===== src/rtl/mux_arb_pkg.sv =====
// Shared types and constants for the four-way round-robin mux arbiter.
package mux_arb_pkg;

    localparam int N_REQ = 4;
    localparam int SEL_W = 2;

    typedef enum logic {IDLE, GRANT} arb_state_t;
    typedef logic [N_REQ-1:0] req_vec_t;

    function automatic req_vec_t onehot(input logic [SEL_W-1:0] idx);
        return req_vec_t'(1) << idx;
    endfunction

endpackage


===== src/rtl/rr_pick4.sv =====
// Rotating-priority picker: returns the first set bit of vec, searching
// upward from start and wrapping modulo four.
module rr_pick4
    import mux_arb_pkg::*;
(
    input  req_vec_t               vec,
    input  logic [SEL_W-1:0]       start,
    output logic                   found,
    output logic [SEL_W-1:0]       idx
);

    logic [SEL_W-1:0] cand;

    always_comb begin
        found = 1'b0;
        idx   = start;
        cand  = start;
        for (int k = 0; k < N_REQ; k++) begin
            cand = start + SEL_W'(k);
            if (!found && vec[cand]) begin
                found = 1'b1;
                idx   = cand;
            end
        end
    end

endmodule


===== src/rtl/mux4_rr_arbiter.sv =====
// Round-robin owner selection for a shared 4:1 mux, with voluntary release,
// direct hand-off and forced release after MAX_HOLD cycles under contention.
module mux4_rr_arbiter
    import mux_arb_pkg::*;
#(
    parameter int MAX_HOLD = 8
) (
    input  logic             clk,
    input  logic             rst,
    input  logic [N_REQ-1:0] req,
    output logic [N_REQ-1:0] gnt,
    output logic [SEL_W-1:0] sel,
    output logic             valid,
    output logic             preempt
);

    localparam int HW = $clog2(MAX_HOLD);
    localparam logic [HW-1:0] HOLD_LAST = HW'(MAX_HOLD - 1);

    arb_state_t       state_q, state_d;
    req_vec_t         gnt_q, gnt_d;
    logic [SEL_W-1:0] sel_q, sel_d;
    logic             valid_q, valid_d;
    logic             preempt_q, preempt_d;
    logic [SEL_W-1:0] ptr_q, ptr_d;
    logic [HW-1:0]    hold_q, hold_d;

    req_vec_t         others;
    logic             owner_req;
    logic             expired;
    logic             release_now;
    req_vec_t         pick_vec;
    logic [SEL_W-1:0] pick_start;
    logic             pick_found;
    logic [SEL_W-1:0] pick_idx;

    // The owner is always sel_q while granted; it is excluded from the hand-off search.
    assign others      = req & ~onehot(sel_q);
    assign owner_req   = req[sel_q];
    assign expired     = (hold_q == HOLD_LAST) && (others != '0);
    assign release_now = (state_q == GRANT) && (!owner_req || expired);
    assign pick_vec    = (state_q == IDLE) ? req : others;
    assign pick_start  = (state_q == IDLE) ? ptr_q : sel_q + 2'd1;

    rr_pick4 u_pick (
        .vec   (pick_vec),
        .start (pick_start),
        .found (pick_found),
        .idx   (pick_idx)
    );

    always_comb begin
        state_d   = state_q;
        gnt_d     = gnt_q;
        sel_d     = sel_q;
        valid_d   = valid_q;
        preempt_d = 1'b0;
        ptr_d     = ptr_q;
        hold_d    = hold_q;
        case (state_q)
            IDLE: begin
                if (pick_found) begin
                    state_d = GRANT;
                    gnt_d   = onehot(pick_idx);
                    sel_d   = pick_idx;
                    valid_d = 1'b1;
                    hold_d  = '0;
                end
            end
            GRANT: begin
                if (release_now) begin
                    ptr_d     = sel_q + 2'd1;
                    // A drop that coincides with expiry counts as voluntary.
                    preempt_d = owner_req;
                    if (pick_found) begin
                        gnt_d  = onehot(pick_idx);
                        sel_d  = pick_idx;
                        hold_d = '0;
                    end else begin
                        state_d = IDLE;
                        gnt_d   = '0;
                        valid_d = 1'b0;
                    end
                end else if (hold_q != HOLD_LAST) begin
                    hold_d = hold_q + 1'b1;
                end
            end
            default: begin
                state_d = IDLE;
                gnt_d   = '0;
                valid_d = 1'b0;
            end
        endcase
    end

    always_ff @(posedge clk) begin
        if (rst) begin
            state_q   <= IDLE;
            gnt_q     <= '0;
            sel_q     <= '0;
            valid_q   <= 1'b0;
            preempt_q <= 1'b0;
            ptr_q     <= '0;
            hold_q    <= '0;
        end else begin
            state_q   <= state_d;
            gnt_q     <= gnt_d;
            sel_q     <= sel_d;
            valid_q   <= valid_d;
            preempt_q <= preempt_d;
            ptr_q     <= ptr_d;
            hold_q    <= hold_d;
        end
    end

    assign gnt     = gnt_q;
    assign sel     = sel_q;
    assign valid   = valid_q;
    assign preempt = preempt_q;

endmodule


===== config.mk =====
export PLATFORM = sky130hd
export DESIGN_NAME = mux4_rr_arbiter
export DESIGN_NICKNAME = d
export VERILOG_FILES = /design/src/rtl/mux_arb_pkg.sv /design/src/rtl/rr_pick4.sv /design/src/rtl/mux4_rr_arbiter.sv
export SDC_FILE = /design/constraint.sdc
export NUM_CORES = 1
export LEC_CHECK = 0
export ABC_AREA = 1
export ABC_CLOCK_PERIOD_IN_PS = 2000
export CORE_ASPECT_RATIO = 1.4
export CORE_MARGIN = 2
export CORE_UTILIZATION = 49
export DETAILED_ROUTE_END_ITERATION = 7
export PLACE_DENSITY = 0.83
export SETUP_SLACK_MARGIN = 0.05
export SYNTH_ARGS = -nofsm -noshare
export SYNTH_HDL_FRONTEND = slang
export SYNTH_SLANG_ARGS = --single-unit

===== constraint.sdc =====
create_clock -name clk -period 2 [get_ports clk]
set_input_delay 0.4 -clock clk [delete_from_list [all_inputs] [get_ports clk]]
set_output_delay 0.4 -clock clk [all_outputs]
set_load 0.01 [all_outputs]

### After elaboration in Yosys (flattened, before gate mapping)

Cells that the tools add are included.

* order comparisons: 5
* add/sub/neg operators: 5
* eq/ne operators: 6
* reductions and logical operators: 15
* shift operators: 2
* bitwise logic cells: 4
* muxes and demuxes: 37

Operator list (number)
* 4-bit 2-to-1 mux: 4
* 2-bit by 3-bit < comparator with 1-bit output (second input constant): 5
* 1-bit 2-to-1 mux: 14
* 2-bit 2-to-1 mux: 6
* 1-bit binary-select mux with 2-bit select: 5
* 3-bit 2-to-1 mux: 3
* 4-bit case mux with 2 select lines: 1
* 1-bit by 2-bit left shift with 4-bit output (first input constant): 2
* 3-bit case mux with 2 select lines: 1
* 1-bit logical AND: 5
* 2-bit by 1-bit adder with 2-bit output (second input constant): 2
* 2-bit adder (second input constant): 2
* 4-bit bitwise AND: 1
* 1-bit zero test: 4
* 2-bit inequality test (second input constant): 2
* 4-bit NOT: 1
* 1-bit case mux with 2 select lines: 2
* 2-bit case mux with 2 select lines: 1
* 2-bit AND reduction: 2
* 4-bit nonzero test: 1
* 3-bit by 1-bit adder with 3-bit output (second input constant): 1
* 3-bit == test (second input constant): 1
* 3-bit by 1-bit inequality test with 1-bit output (second input constant): 1
* 3-bit inequality test (second input constant): 1
* other kinds (5): 6

* register bits after elaboration: 14
* output and inout bits: 8
* input bits: 6

### Logic depth before layout (Yosys ltp)

* word-level depth: 20
* mapped depth: 17
* depth with buffers taken out: 17

### Cells and area by module

Synthesis repeated with hierarchy kept, for this count alone.

* cell total of the unflattened synthesis: 174
* area, all modules: 1152.4 um^2

Modules (own cells, without submodules)
* mux4_rr_arbiter: times used 1, area an instance 869.6 um^2, cells an instance 111
* rr_pick4: times used 1, area an instance 282.8 um^2, cells an instance 63

### Worst setup path before layout

OpenSTA, ideal clock, no wires.

* kind: reg2reg
* from: register sel_q[0] (netlist: sel[0])
* to: register sel_q[1] (netlist: sel[1])
* period minus slack after synthesis: 2.175 ns
* data arrival time: 2.055 ns
* slack: -0.175 ns
* library setup time: 0.119 ns
* cell stages (with the launch flop): 15
* path through: dfxtp_1 > inv_2 > ha_1 > nand2_1 > nand2_1 > nand2_1 > nand2_1 > nand2_2 > nand2_4 > nor2_4 > nand3b_4 > nand2_4 > inv_1 > o21ai_0 > a21oi_1

* cells in the longest elaborated chain, start to end: 19

RTL lines
* from (decl): line mux4_rr_arbiter.sv:22 `logic [SEL_W-1:0] sel_q, sel_d;`
* from (signal assigned): line mux4_rr_arbiter.sv:108 `sel_q <= sel_d;`
* parallel branches: the longest is 19 deep, another holds 2-bit by 1-bit adder with 2-bit output

Parallel ways; which one is timed is not known. The select of a mux whose other input is x is not followed.
A chain may end at the register's enable or synchronous reset.

### Final worst setup path

* from: register sel_q[0] (netlist: sel[0])
* to: register gnt_q[1] (netlist: gnt[1])

* cells in the longest elaborated chain, start to end: 20

RTL lines
* parallel branches: the longest is 20 deep, another holds 2-bit by 1-bit adder with 2-bit output
* to (signal assigned): line mux4_rr_arbiter.sv:107 `gnt_q <= gnt_d;`
* to (decl): line mux4_rr_arbiter.sv:21 `req_vec_t gnt_q, gnt_d;`

Parallel ways; which one is timed is not known. The select of a mux whose other input is x is not followed.

==> key figures <==
Outcome
  • Status: complete, but fails checks
  • Failing checks: negative setup slack

Clocking
  • Clock tree buffer depth: 2
  • CTS H-tree depth: 1
  • Clock slew at reported path FFs: 0.09 ns
  • Inserted Clock Buffers: 3
  • Buffer cell driving the clock tree root: sky130_fd_sc_hd__clkbuf_4
  • CTS Sinks: 14
  • Clock insertion delay at the later pin of the skew report: 0.29 ns
  • CTS tree: built

Detailed routing
  • Post-route ant nets: 0
  • Vias after detailed routing: 1294
  • DR pass1 iterations: 4
  • Post-detailed-route DRC marker count: 0
  • Via density per instance: 5.58
  • Initial DRC count: 58
  • Total length of routed wires: 3450 um
  • Detail-routed net length per standard cell: 14.9 um

Setup path
  • Most frequent cell on the critical path: sky130_fd_sc_hd__nand2_2
  • Crit Path Class: reg -> reg
  • Crit path largest cell delay: 0.39 ns
  • Slowest cell on the critical path: sky130_fd_sc_hd__dfxtp_4
  • Largest fanout on the critical path: 5
  • Type of element launching the critical path: register
  • Kind of end point of the critical path: register
  • Worst endpoint required time: 2.22 ns
  • Cell-by-cell listing of the critical path: inv_4 > ha_4 > inv_2 > nand2_2 > nand2_4 > nand2_2 > nand2_2 > nand2_2 > nand2_4 > nor2_4 > nand3b_4 > buf_6 > nand2_4 > nand3_1 > a21oi_1
  • Worst endpoint data arrival time: 2.32 ns

Timing
  • Final setup skew: 0.0115 ns
  • Worst slack on hold paths: 0.481 ns
  • Maximum frequency from static timing analysis: 476 MHz
  • Relative slew slack: 0.771
  • Ratio of final minimum period to clock period: 1.05
  • Total of endpoints with negative setup slack in the final report: 8
  • Slack of the critical path: -0.102 ns
  • Number of pins with negative max-slew slack in the final report: 0
  • Slew at the pin closest to its max-slew limit: 0.342 ns
  • Count of final hold-check violations: 0
  • Setup repair after global routing missed its margin: true
  • Time the worst path needs with I/O delays and setup: 2.10 ns

Logic synthesis
  • Portion of the post-synthesis area used by sequential elements: 0.248
  • Post-synthesis sequential element count: 14
  • Cell types with the largest area share after synthesis: sky130_fd_sc_hd__dfxtp_1 (25%), sky130_fd_sc_hd__nand2_1 (17%), sky130_fd_sc_hd__nand2_2 (8.8%), sky130_fd_sc_hd__ha_1 (6.6%), sky130_fd_sc_hd__nand3_1 (6.6%)
  • Mean post-synth cell area: 6.70 sq um
  • Unique cell type count in the Yosys netlist: 26
  • Cell type with the highest aggregate area in the netlist: sky130_fd_sc_hd__dfxtp_1
  • Leading cell type by number of instances after synthesis: sky130_fd_sc_hd__nand2_1
  • Number of enable flip-flop cells after synthesis: 0
  • Number of instances in the synthesized netlist: 169
  • Ys flop type: sky130_fd_sc_hd__dfxtp_1
  • List of most frequent post-synthesis cells: sky130_fd_sc_hd__nand2_1 (50), sky130_fd_sc_hd__inv_1 (17), sky130_fd_sc_hd__nand2_2 (16)
  • Total number of yosys warnings: 0
  • Mapped Area: 1130 sq um
  • Synthesized net count: 181
  • Share of synthesized flip-flops with an asynchronous set or reset: 0
  • Synth top area share: 0.248

Place
  • Weighted congestion at the end of routability-driven global placement: 0.854
  • DPL Wire Length: 2090 um
  • Port Buf Inserts: 13

Floorplanning
  • Area inside the core boundary: 2180 sq um
  • Width of the die: 44.6 um
  • Y dimension of the die: 60.9 um
  • Cell row count: 20
  • Count of boundary I/O pins: 14
  • Die Area: 2720 sq um
  • Initial standard-cell utilization of the core: 0.520

Flow run
  • Max-cap viol count: 0

GRT
  • Global routing usage summed across all routing layers: 0.241
  • Antenna violations before repair: 0
  • Pin count of the biggest net entering global routing: 12
  • Via count of the first global-routing pass: 1169
  • Remaining Overflow, GRT: 0
  • Wire length of the first global-routing pass: 4950 um

Layout
  • Growth of design area from synthesis to finish: 48.1%
  • Share of cells above drive strength 1: 0.419
  • Final #Nets: 223
  • Antenna diode count: 0

Hold path
  • Class of the tightest hold or removal check: reg -> reg
placed cells by master (no fill, tap or decap), drive strengths merged:
| master | netlist | routed |
|---|---|---|
| nand2 | 70 | 71 |
| buf | 2 | 25 |
| inv | 19 | 19 |
| nand3 | 16 | 16 |
| dfxtp | 14 | 14 |
| clkdlybuf4s50 | 0 | 13 |
| a21oi | 11 | 11 |
| nor2 | 9 | 9 |
| o21ai | 8 | 8 |
| ha | 6 | 6 |
| clkbuf | 0 | 4 |
| o22ai | 3 | 3 |
| a211oi | 3 | 3 |
| nand4 | 3 | 3 |
| nand3b | 1 | 1 |
| a21o | 1 | 1 |
| mux2i | 1 | 1 |
| nor3 | 1 | 1 |
| a31oi | 1 | 1 |
path summary, 6_finish.rpt:
check,start,to,slack (ns),depth (start not counted)
setup reg to reg,sel[0]$_SDFFE_PP0P_,gnt[1]$_SDFFE_PP0P_,-0.10,15
hold reg to reg,gnt[2]$_SDFFE_PP0P_,gnt[2]$_SDFFE_PP0P_,0.48,2
setup / recovery,sel[0]$_SDFFE_PP0P_,gnt[1]$_SDFFE_PP0P_,-0.10,15
hold / removal,gnt[2]$_SDFFE_PP0P_,gnt[2]$_SDFFE_PP0P_,0.48,2
registers in the layout (all words and copies together), names as in the netlist:
signal   cells
ptr_q        2
preempt      1
gnt          4
hold_q       3
valid        1
state_q      1
sel          2
kinds of logic after synthesis:
kind of cell | Yosys count | share of synthesized area
flip-flops | 14 | 0.248
multiplexers | 1 | 0.00884
AO/OA/AOI/OAI | 27 | 0.143
AND/OR/NAND/NOR | 100 | 0.459
buffers and inverters | 21 | 0.0762
adder cells (fa/ha/maj) | 6 | 0.0663
critical path: cells and delay by family (launching register included):
family	cells	cell delay, ns
compound gates	1	0.17
fa+ha+maj	1	0.27
buf+inv	3	0.23
flops	1	0.39
simple gates	10	0.95
cell type report:
type	instances	area, sq um
inverter	19	81.3
tap	22	27.5
fill	137	500
timing repair buffer	38	342
clock buffer	4	36.3
sequential	14	285
multi-input combinational	135	905
timing repair:
| action | CTS | global route |
|---|---|---|
| hold buffers | 0 | 0 |
| pin swaps | 12 | 25 |
| buffers inserted | 6 | 8 |
| resized for setup | 15 | 24 |
| cloned | 1 | 0 |
| endpoints found under the setup margin | 10 | 13 |
routing by layer:
| metal | track usage | routed length [um] | vias to the layer above |
|---|---|---|---|
| li1 | - | - | 638 |
| met1 | 0.279 | 1280 | 601 |
| met2 | 0.455 | 1960 | 44 |
| met3 | 0.0179 | 133 | 11 |
| met4 | 0.0823 | 73 | 0 |
| met5 | 0 | 0 | - |
through the flow:
step | instances | util | TNS [ns] | cell area [sq um] | setup WS [ns]
2_1_floorplan | 169 | - | 0 | 1150 | 0.0731
3_3_place_gp | 213 | 0.640 | -1.72 | 1390 | -0.270
3_5_place_dp | 213 | 0.640 | -2.17 | 1390 | -0.286
4_1_cts | 224 | 0.707 | 0 | 1540 | 0.0369
5_1_grt | 232 | 0.770 | -1.29 | 1680 | -0.193
6_report | 232 | 0.770 | -0.248 | 1680 | -0.102
Power is left out: the tool's default activity adds up to more than one toggle a clock period on the data nets, which glitch-free logic cannot reach.
